### config.mk
export PLATFORM = sky130hd
export DESIGN_NAME = muldiv_unit_flat
export DESIGN_NICKNAME = d
export VERILOG_FILES = /design/src/rtl/muldiv_unit_if.sv /design/src/rtl/muldiv_unit.sv /design/src/flat_wrapper.sv
export SDC_FILE = /design/constraint.sdc
export NUM_CORES = 2
export LEC_CHECK = 0
export CAP_MARGIN = 10
export CORE_MARGIN = 2
export CORE_UTILIZATION = 60
export CTS_BUF_LIST = sky130_fd_sc_hd__clkbuf_16
export CTS_CLUSTER_DIAMETER = 200
export CTS_CLUSTER_SIZE = 16
export DETAILED_ROUTE_END_ITERATION = 16
export GPL_ROUTABILITY_DRIVEN = 0
export PLACE_DENSITY_LB_ADDON = 0.12
export SLEW_MARGIN = 20
export SYNTH_ARGS = -nofsm -noshare
export SYNTH_HDL_FRONTEND = slang
export SYNTH_SLANG_ARGS = --single-unit
### constraint.sdc
create_clock -name CLK -period 4.5 [get_ports CLK]
set_input_delay 0.45 -clock CLK [delete_from_list [all_inputs] [get_ports CLK]]
set_output_delay 0.45 -clock CLK [all_outputs]
set_load 0.02 [all_outputs]
### src/rtl/muldiv_unit_if.sv
// Execute-stage request/response bundle for the RV32M multiply/divide unit.
// Carries the start/flush request, operands and tag in; busy, done pulse, result and tag out.
// master = execute-stage/hazard side, slave = muldiv_unit.
interface muldiv_unit_if #(
   parameter int XLEN = 32
);
   logic            StartE;
   logic            FlushE;
   logic [2:0]      MulDivOpE;
   logic [XLEN-1:0] SrcAE;
   logic [XLEN-1:0] SrcBE;
   logic [4:0]      RdE;
   logic            BusyE;
   logic            DoneM;
   logic [XLEN-1:0] ResultM;
   logic [4:0]      RdM;

   modport master (
      output StartE, FlushE, MulDivOpE, SrcAE, SrcBE, RdE,
      input  BusyE, DoneM, ResultM, RdM
   );

   modport slave (
      input  StartE, FlushE, MulDivOpE, SrcAE, SrcBE, RdE,
      output BusyE, DoneM, ResultM, RdM
   );
endinterface

### src/rtl/muldiv_unit.sv
// RV32M multiply/divide unit: pipelined multiplier plus radix-2 restoring divider, one op in flight.
// Latency: MUL_STAGES cycles for multiplies, XLEN+2 for divides, 2 for divide-by-zero/overflow.
// Backpressure: none; BusyE tells the hazard unit to stall, StartE outside IDLE is ignored.
// Ports: CLK, RESET (async active-low), bus (slave): StartE/FlushE/MulDivOpE/SrcAE/SrcBE/RdE in,
//        BusyE/DoneM/ResultM/RdM out.
module muldiv_unit #(
   parameter int XLEN       = 32,
   parameter int MUL_STAGES = 2
) (
   input  logic           CLK,
   input  logic           RESET,
   muldiv_unit_if.slave   bus
);
   localparam int CW = $clog2(XLEN) + 1;
   localparam logic [CW-1:0]   DIV_LAST = CW'(XLEN - 1);
   localparam logic [CW-1:0]   MUL_LAST = CW'(MUL_STAGES - 2);
   localparam logic [XLEN-1:0] MOST_NEG = {1'b1, {(XLEN-1){1'b0}}};

   typedef enum logic [1:0] {S_IDLE, S_MUL, S_DIV, S_FIX} state_t;

   state_t          state_q, state_d;
   logic [CW-1:0]   cnt_q, cnt_d;
   logic [XLEN-1:0] quo_q, quo_d;       // dividend magnitude shifting out, quotient shifting in
   logic [XLEN-1:0] rem_q, rem_d;
   logic [XLEN-1:0] dvsr_q, dvsr_d;
   logic            qneg_q, qneg_d;
   logic            rneg_q, rneg_d;
   logic            sel_rem_q, sel_rem_d;
   logic [4:0]      tag_q, tag_d;       // tag of the op in flight; RdM only moves on completion
   logic            busy_q, busy_d;
   logic            done_q, done_d;
   logic [XLEN-1:0] result_q, result_d;
   logic [4:0]      rdm_q, rdm_d;

   logic            accept;
   assign accept = (state_q == S_IDLE) && bus.StartE && !bus.FlushE;

   // ---------------- multiply datapath ----------------
   // Sign-extending to 2*XLEN makes a plain unsigned multiply produce the
   // correct low 2*XLEN bits for every signedness combination.
   logic              a_sx, b_sx;
   logic [2*XLEN-1:0] prod;
   logic [XLEN-1:0]   mul_res_c, mul_tap;

   always_comb begin
      a_sx      = ((bus.MulDivOpE == 3'b001) || (bus.MulDivOpE == 3'b010)) && bus.SrcAE[XLEN-1];
      b_sx      = (bus.MulDivOpE == 3'b001) && bus.SrcBE[XLEN-1];
      prod      = {{XLEN{a_sx}}, bus.SrcAE} * {{XLEN{b_sx}}, bus.SrcBE};
      mul_res_c = (bus.MulDivOpE[1:0] == 2'b00) ? prod[XLEN-1:0] : prod[2*XLEN-1:XLEN];
   end

   // The output register is the last multiply stage, so only MUL_STAGES-1
   // intermediate registers exist; with one stage the product goes straight to ResultM.
   generate
      if (MUL_STAGES > 1) begin : g_mpipe
         logic [XLEN-1:0] mpipe_q [MUL_STAGES-1];
         logic [XLEN-1:0] mpipe_d [MUL_STAGES-1];

         always_comb begin
            mpipe_d = mpipe_q;
            if (accept || (state_q == S_MUL)) begin
               mpipe_d[0] = mul_res_c;
               for (int i = 1; i < MUL_STAGES - 1; i++) begin
                  mpipe_d[i] = mpipe_q[i-1];
               end
            end
         end

         always_ff @(posedge CLK or negedge RESET) begin
            if (!RESET) begin
               for (int i = 0; i < MUL_STAGES - 1; i++) begin
                  mpipe_q[i] <= '0;
               end
            end else begin
               mpipe_q <= mpipe_d;
            end
         end

         assign mul_tap = mpipe_q[MUL_STAGES-2];
      end else begin : g_mcomb
         assign mul_tap = mul_res_c;
      end
   endgenerate

   // ---------------- divide datapath ----------------
   logic            div_signed, a_neg, b_neg, b_zero, ovf;
   logic [XLEN-1:0] a_mag, b_mag;
   logic [XLEN:0]   shifted;
   logic            ge;
   logic [XLEN-1:0] diff, rem_next, q_fix, r_fix;

   always_comb begin
      div_signed = !bus.MulDivOpE[0];
      a_neg      = div_signed && bus.SrcAE[XLEN-1];
      b_neg      = div_signed && bus.SrcBE[XLEN-1];
      a_mag      = a_neg ? -bus.SrcAE : bus.SrcAE;
      b_mag      = b_neg ? -bus.SrcBE : bus.SrcBE;
      b_zero     = (bus.SrcBE == '0);
      ovf        = div_signed && (bus.SrcAE == MOST_NEG) && (bus.SrcBE == '1);

      // One restoring step. shifted is XLEN+1 bits wide so a divisor with its
      // top bit set still compares correctly; when ge holds the difference is
      // below the divisor and fits in XLEN bits.
      shifted  = {rem_q, quo_q[XLEN-1]};
      ge       = (shifted >= {1'b0, dvsr_q});
      diff     = shifted[XLEN-1:0] - dvsr_q;
      rem_next = ge ? diff : shifted[XLEN-1:0];

      q_fix    = qneg_q ? -quo_q : quo_q;
      r_fix    = rneg_q ? -rem_q : rem_q;
   end

   // ---------------- control ----------------
   always_comb begin
      state_d   = state_q;
      cnt_d     = cnt_q;
      quo_d     = quo_q;
      rem_d     = rem_q;
      dvsr_d    = dvsr_q;
      qneg_d    = qneg_q;
      rneg_d    = rneg_q;
      sel_rem_d = sel_rem_q;
      tag_d     = tag_q;
      done_d    = 1'b0;
      result_d  = result_q;
      rdm_d     = rdm_q;

      unique case (state_q)
         S_IDLE: begin
            if (accept) begin
               tag_d = bus.RdE;
               cnt_d = '0;
               if (!bus.MulDivOpE[2]) begin
                  if (MUL_STAGES == 1) begin
                     result_d = mul_res_c;
                     rdm_d    = bus.RdE;
                     done_d   = 1'b1;
                  end else begin
                     state_d = S_MUL;
                  end
               end else begin
                  sel_rem_d = bus.MulDivOpE[1];
                  if (b_zero) begin
                     quo_d   = '1;
                     rem_d   = bus.SrcAE;   // raw dividend, sign already correct
                     qneg_d  = 1'b0;
                     rneg_d  = 1'b0;
                     state_d = S_FIX;
                  end else if (ovf) begin
                     quo_d   = MOST_NEG;
                     rem_d   = '0;
                     qneg_d  = 1'b0;
                     rneg_d  = 1'b0;
                     state_d = S_FIX;
                  end else begin
                     quo_d   = a_mag;
                     rem_d   = '0;
                     dvsr_d  = b_mag;
                     qneg_d  = a_neg ^ b_neg;
                     rneg_d  = a_neg;
                     state_d = S_DIV;
                  end
               end
            end
         end
         S_MUL: begin
            if (cnt_q == MUL_LAST) begin
               result_d = mul_tap;
               rdm_d    = tag_q;
               done_d   = 1'b1;
               state_d  = S_IDLE;
            end else begin
               cnt_d = cnt_q + CW'(1);
            end
         end
         S_DIV: begin
            quo_d = {quo_q[XLEN-2:0], ge};
            rem_d = rem_next;
            if (cnt_q == DIV_LAST) begin
               state_d = S_FIX;
            end else begin
               cnt_d = cnt_q + CW'(1);
            end
         end
         S_FIX: begin
            result_d = sel_rem_q ? r_fix : q_fix;
            rdm_d    = tag_q;
            done_d   = 1'b1;
            state_d  = S_IDLE;
         end
         default: state_d = S_IDLE;
      endcase

      // Flush wins over start and over completion in the same cycle.
      if (bus.FlushE) begin
         state_d  = S_IDLE;
         done_d   = 1'b0;
         result_d = result_q;
         rdm_d    = rdm_q;
      end

      busy_d = (state_d != S_IDLE);
   end

   always_ff @(posedge CLK or negedge RESET) begin
      if (!RESET) begin
         state_q   <= S_IDLE;
         cnt_q     <= '0;
         quo_q     <= '0;
         rem_q     <= '0;
         dvsr_q    <= '0;
         qneg_q    <= 1'b0;
         rneg_q    <= 1'b0;
         sel_rem_q <= 1'b0;
         tag_q     <= '0;
         busy_q    <= 1'b0;
         done_q    <= 1'b0;
         result_q  <= '0;
         rdm_q     <= '0;
      end else begin
         state_q   <= state_d;
         cnt_q     <= cnt_d;
         quo_q     <= quo_d;
         rem_q     <= rem_d;
         dvsr_q    <= dvsr_d;
         qneg_q    <= qneg_d;
         rneg_q    <= rneg_d;
         sel_rem_q <= sel_rem_d;
         tag_q     <= tag_d;
         busy_q    <= busy_d;
         done_q    <= done_d;
         result_q  <= result_d;
         rdm_q     <= rdm_d;
      end
   end

   assign bus.BusyE   = busy_q;
   assign bus.DoneM   = done_q;
   assign bus.ResultM = result_q;
   assign bus.RdM     = rdm_q;
endmodule

### src/flat_wrapper.sv
// flat-port wrapper written by rule: the top's interface ports become plain ports
module muldiv_unit_flat 
#(
   parameter int XLEN       = 32,
   parameter int MUL_STAGES = 2
)
  (CLK, RESET, bus_StartE, bus_FlushE, bus_MulDivOpE, bus_SrcAE, bus_SrcBE, bus_RdE, bus_BusyE, bus_DoneM, bus_ResultM, bus_RdM);
  muldiv_unit_if #(.XLEN(XLEN)) bus_i ();
  input  logic CLK;
  input  logic RESET;
  input wire logic [$bits(bus_i.StartE)-1:0] bus_StartE;
  input wire logic [$bits(bus_i.FlushE)-1:0] bus_FlushE;
  input wire logic [$bits(bus_i.MulDivOpE)-1:0] bus_MulDivOpE;
  input wire logic [$bits(bus_i.SrcAE)-1:0] bus_SrcAE;
  input wire logic [$bits(bus_i.SrcBE)-1:0] bus_SrcBE;
  input wire logic [$bits(bus_i.RdE)-1:0] bus_RdE;
  output wire logic [$bits(bus_i.BusyE)-1:0] bus_BusyE;
  output wire logic [$bits(bus_i.DoneM)-1:0] bus_DoneM;
  output wire logic [$bits(bus_i.ResultM)-1:0] bus_ResultM;
  output wire logic [$bits(bus_i.RdM)-1:0] bus_RdM;
  assign bus_i.StartE = bus_StartE;
  assign bus_i.FlushE = bus_FlushE;
  assign bus_i.MulDivOpE = bus_MulDivOpE;
  assign bus_i.SrcAE = bus_SrcAE;
  assign bus_i.SrcBE = bus_SrcBE;
  assign bus_i.RdE = bus_RdE;
  assign bus_BusyE = bus_i.BusyE;
  assign bus_DoneM = bus_i.DoneM;
  assign bus_ResultM = bus_i.ResultM;
  assign bus_RdM = bus_i.RdM;
  muldiv_unit #(.XLEN(XLEN), .MUL_STAGES(MUL_STAGES)) u_core (.CLK(CLK), .RESET(RESET), .bus(bus_i));
endmodule
==> run_results.csv <==
group,metric,value,unit
outcome,status,"finished, violations left",
outcome,failed_checks,"negative hold slack, negative setup slack",
floorplan,die-area,87400,µm²
setup_path,end_kind,"flop",
yosys,synth-edff-count,0,
timing,slew_headroom,0.234,
route,drc,0,
setup_path,crit_path_max_fanout,5,
floorplan,start_util,0.608,
yosys,synth-simple-area-share,0.157,
layout,syn_to_final_growth,19.3,%
floorplan,die_h,296,µm
global_routing,antenna_found_initial,3,
setup_path,slowest_stage,"fa_2",
cts,clock-root-buffer,"clkbuf_16",
cts,clock_path_buffers,2,
yosys,yosysMostFrequentCell,"inv_1",
timing,timing.fmax,132,MHz
floorplan,ios,115,
cts,hold_buffers,0,
timing,worstMarginPinSlew,1.15,ns
floorplan,die_x,296,µm
timing,period_share,1.69,
yosys,synth-compound-area-share,0.0915,
yosys,synthAdderAreaFrac,0.504,
yosys,ys_seq_elements,183,
timing,whs,-0.00220,ns
cts,cts_buffers,17,
yosys,avgSynthCellArea,8.63,µm²
cts,cts_sinks,183,
global_routing,grt_max_degree,70,
cts,cts-htree-levels,4,
placement,portBuffers,114,
timing,fin_skew,0.0127,ns
layout,drive_gt1_frac,0.173,
yosys,synth-main-ff-cell,"dfrtp_1",
yosys,syn-num-nets,7374,
yosys,synth_xor_area_frac,0.0357,
timing,timing.final.ws_setup,-3.10,ns
yosys,yosysUniqueCellTypes,74,
placement,place_ws,-4.02,ns
route,dr.pass1.iters,8,
setup_path,crit_buf_inv,14,
setup_path,crit_top_cell,"fa_1",
cts,clk_transition_reported_paths,0.07,ns
layout,final_util,0.725,
global_routing,grt_usage,0.394,
layout,finalNonFillerCells,7515,
timing,finalHoldViolations,1,
global_routing,grt_pass1_wl,262000,µm
floorplan,core_area,84000,µm²
floorplan,rows,106,
setup_path,path_class,"input pin to flop",
timing,fin_crit,7.60,ns
route,drtIter0Drc,3849,
global_routing,grt_remaining_overflow,0,
run,cap_violations,0,
global_routing,grt_pass1_vias,46700,
placement,dp_cells,7395,
yosys,synthMuxAreaShare,0.00449,
yosys,synthTopCellsByArea,"fa_1, inv_1, dfrtp_1",
placement,hpwl,135000,µm
setup_path,start_kind,"input pin",
yosys,synth-seq-area-share,0.0897,
yosys,synth_top_family_by_area,"adder cells",
timing,drv_slew,0,
setup_path,cpLargestDelayFamily,"adder cells",
yosys,synth_common_cells,"inv_1, fa_1, nand2_1",
route,wl_per_cell,22.1,µm
yosys,synth_top_area_frac,0.442,
yosys,syn_area,51000,µm²
cts,tritoncts,"done",
setup_path,worst-endpoint-required,4.83,ns
route,drt-total-wl,166000,µm
cts,clock_latency,0.46,ns
route,ant_nets,0,
setup_path,max_stage_delay,0.59,ns
hold_path,hold_class,"input pin to async pin",
yosys,synth_cells,5917,
yosys,yosysTopAreaCell,"fa_1",
layout,fin_nets,7824,
timing,setup_viol,32,
timing,rsz0062_at_grt,"yes",
route,vias_per_cell,5.83,
yosys,yosysWarnings,0,
yosys,synthArstFlopShare,1.00,
route,vias,43800,
setup_path,worst_ep_arrival_time,7.93,ns
==> final cells by class <==
cell class | instances | area (µm²)
antenna | 1 | 2.50
multi-input combinational | 4133 | 42000
fill | 6255 | 23100
tap | 1134 | 1420
timing repair buffer | 792 | 7600
sequential | 183 | 4580
clock buffer | 17 | 425
inverter | 1240 | 4670
clock inverter | 15 | 224
==> sequential cells by signal (all words and copies together) (netlist names) <==
signal and cells:
u_core.bus.ResultM 32, u_core.cnt_q 6, u_core.state_q 2, u_core.qneg_q 1, u_core.bus.BusyE 1, u_core.g_mpipe.mpipe_q 32
u_core.tag_q 5, u_core.rem_q 32, u_core.sel_rem_q 1, u_core.bus.DoneM 1, u_core.dvsr_q 32, u_core.rneg_q 1
u_core.quo_q 32, u_core.bus.RdM 5
==> stage by stage <==
step	setup TNS, ns	area [µm²]
floorplan	-87.98	52100
global placement	-116.46	57900
detailed placement	-119.13	57900
CTS	-91.48	59900
global route	-97.83	60900
finish	-91.29	60900
==> layer usage <==
metal | GRT usage | vias to the layer above | part of all wire
met3 | 0.0927 | 617 | 0.11
met4 | 0.199 | 4 | 0.065
met5 | 0 | - | 0.00014
li1 | - | 18800 | -
met1 | 0.514 | 22000 | 0.37
met2 | 0.620 | 2462 | 0.46
==> what timing repair did <==
item / in CTS / in global routing
gates cloned: 7 / 3
resized for setup: 200 / 231
setup endpoints to repair: 32 / 32
endpoints found under the hold margin: 0 / 0
pin swaps: 132 / 170
setup buffers: 47 / 43
==> cells by family (layout without fill, tap and decap cells) <==
logic type                 count (synthesis)  in the layout
AOI/OAI and AO/OA                        743            743
xor gates and xnor gates                 208            208
adders and majority gates               1381           1381
buffers and inverters                   1601           2064
DFF                                      183            183
muxes                                     22             22
other                                      0              1
and+or+nand+nor                         1779           1779
==> layout by cell type (no fill, tap or decap), types with 15 or more instances in the layout <==
| cell type | instances |
|---|---|
| a211oi_1 | 36 |
| and2_1 | 279 |
| nor2_1 | 239 |
| o21ai_2 | 18 |
| o21bai_1 | 17 |
| o22ai_1 | 32 |
| a221oi_1 | 23 |
| o211ai_1 | 16 |
| o21ai_0 | 138 |
| nand2_1 | 963 |
| inv_1 | 1193 |
| a21oi_2 | 25 |
| ha_4 | 27 |
| xnor2_1 | 108 |
| a31oi_1 | 18 |
| nor3_1 | 39 |
| or2_2 | 15 |
| nand3_1 | 37 |
| fa_1 | 1081 |
| nand2_2 | 21 |
| o21ai_1 | 20 |
| dfrtp_1 | 180 |
| buf_12 | 86 |
| nand4_1 | 23 |
| a21oi_1 | 200 |
| ha_1 | 225 |
| fa_2 | 45 |
| o31ai_1 | 34 |
| a21o_1 | 50 |
| buf_6 | 64 |
| buf_2 | 21 |
| clkbuf_16 | 20 |
| inv_2 | 41 |
| or3_1 | 21 |
| mux2i_1 | 15 |
| clkdlybuf4s50_1 | 52 |
| xor2_1 | 82 |
| buf_4 | 536 |
==> path summary, 6_finish.rpt <==
path / end / startpoint / slack [ns] / cells past startpoint
setup / recovery: u_core.g_mpipe.mpipe_q[22] / bus_MulDivOpE[0] / -3.10 / 35
hold / removal: u_core.dvsr_q[12] / RESET / -0.002 / 1
setup reg to reg: u_core.rem_q[27] / u_core.rem_q[0] / 0.62 / 11
hold reg to reg: u_core.tag_q[3] / u_core.tag_q[3] / 0.47 / 2
max in group asynchronous: u_core.quo_q[6] / RESET / 3.44 / 2
min in group CLK: u_core.tag_q[3] / u_core.tag_q[3] / 0.47 / 2
==> worst reg2reg max path: cells and delay by family (launching register included) <==
kind,cells,cell delay (ns)
flops,1,0.45
fa+ha+maj,1,0.34
compound gates,7,2.02
simple gates,3,0.97
Power is left out: the tool's default activity adds up to more than one toggle a clock period on the data nets, which glitch-free logic cannot reach.
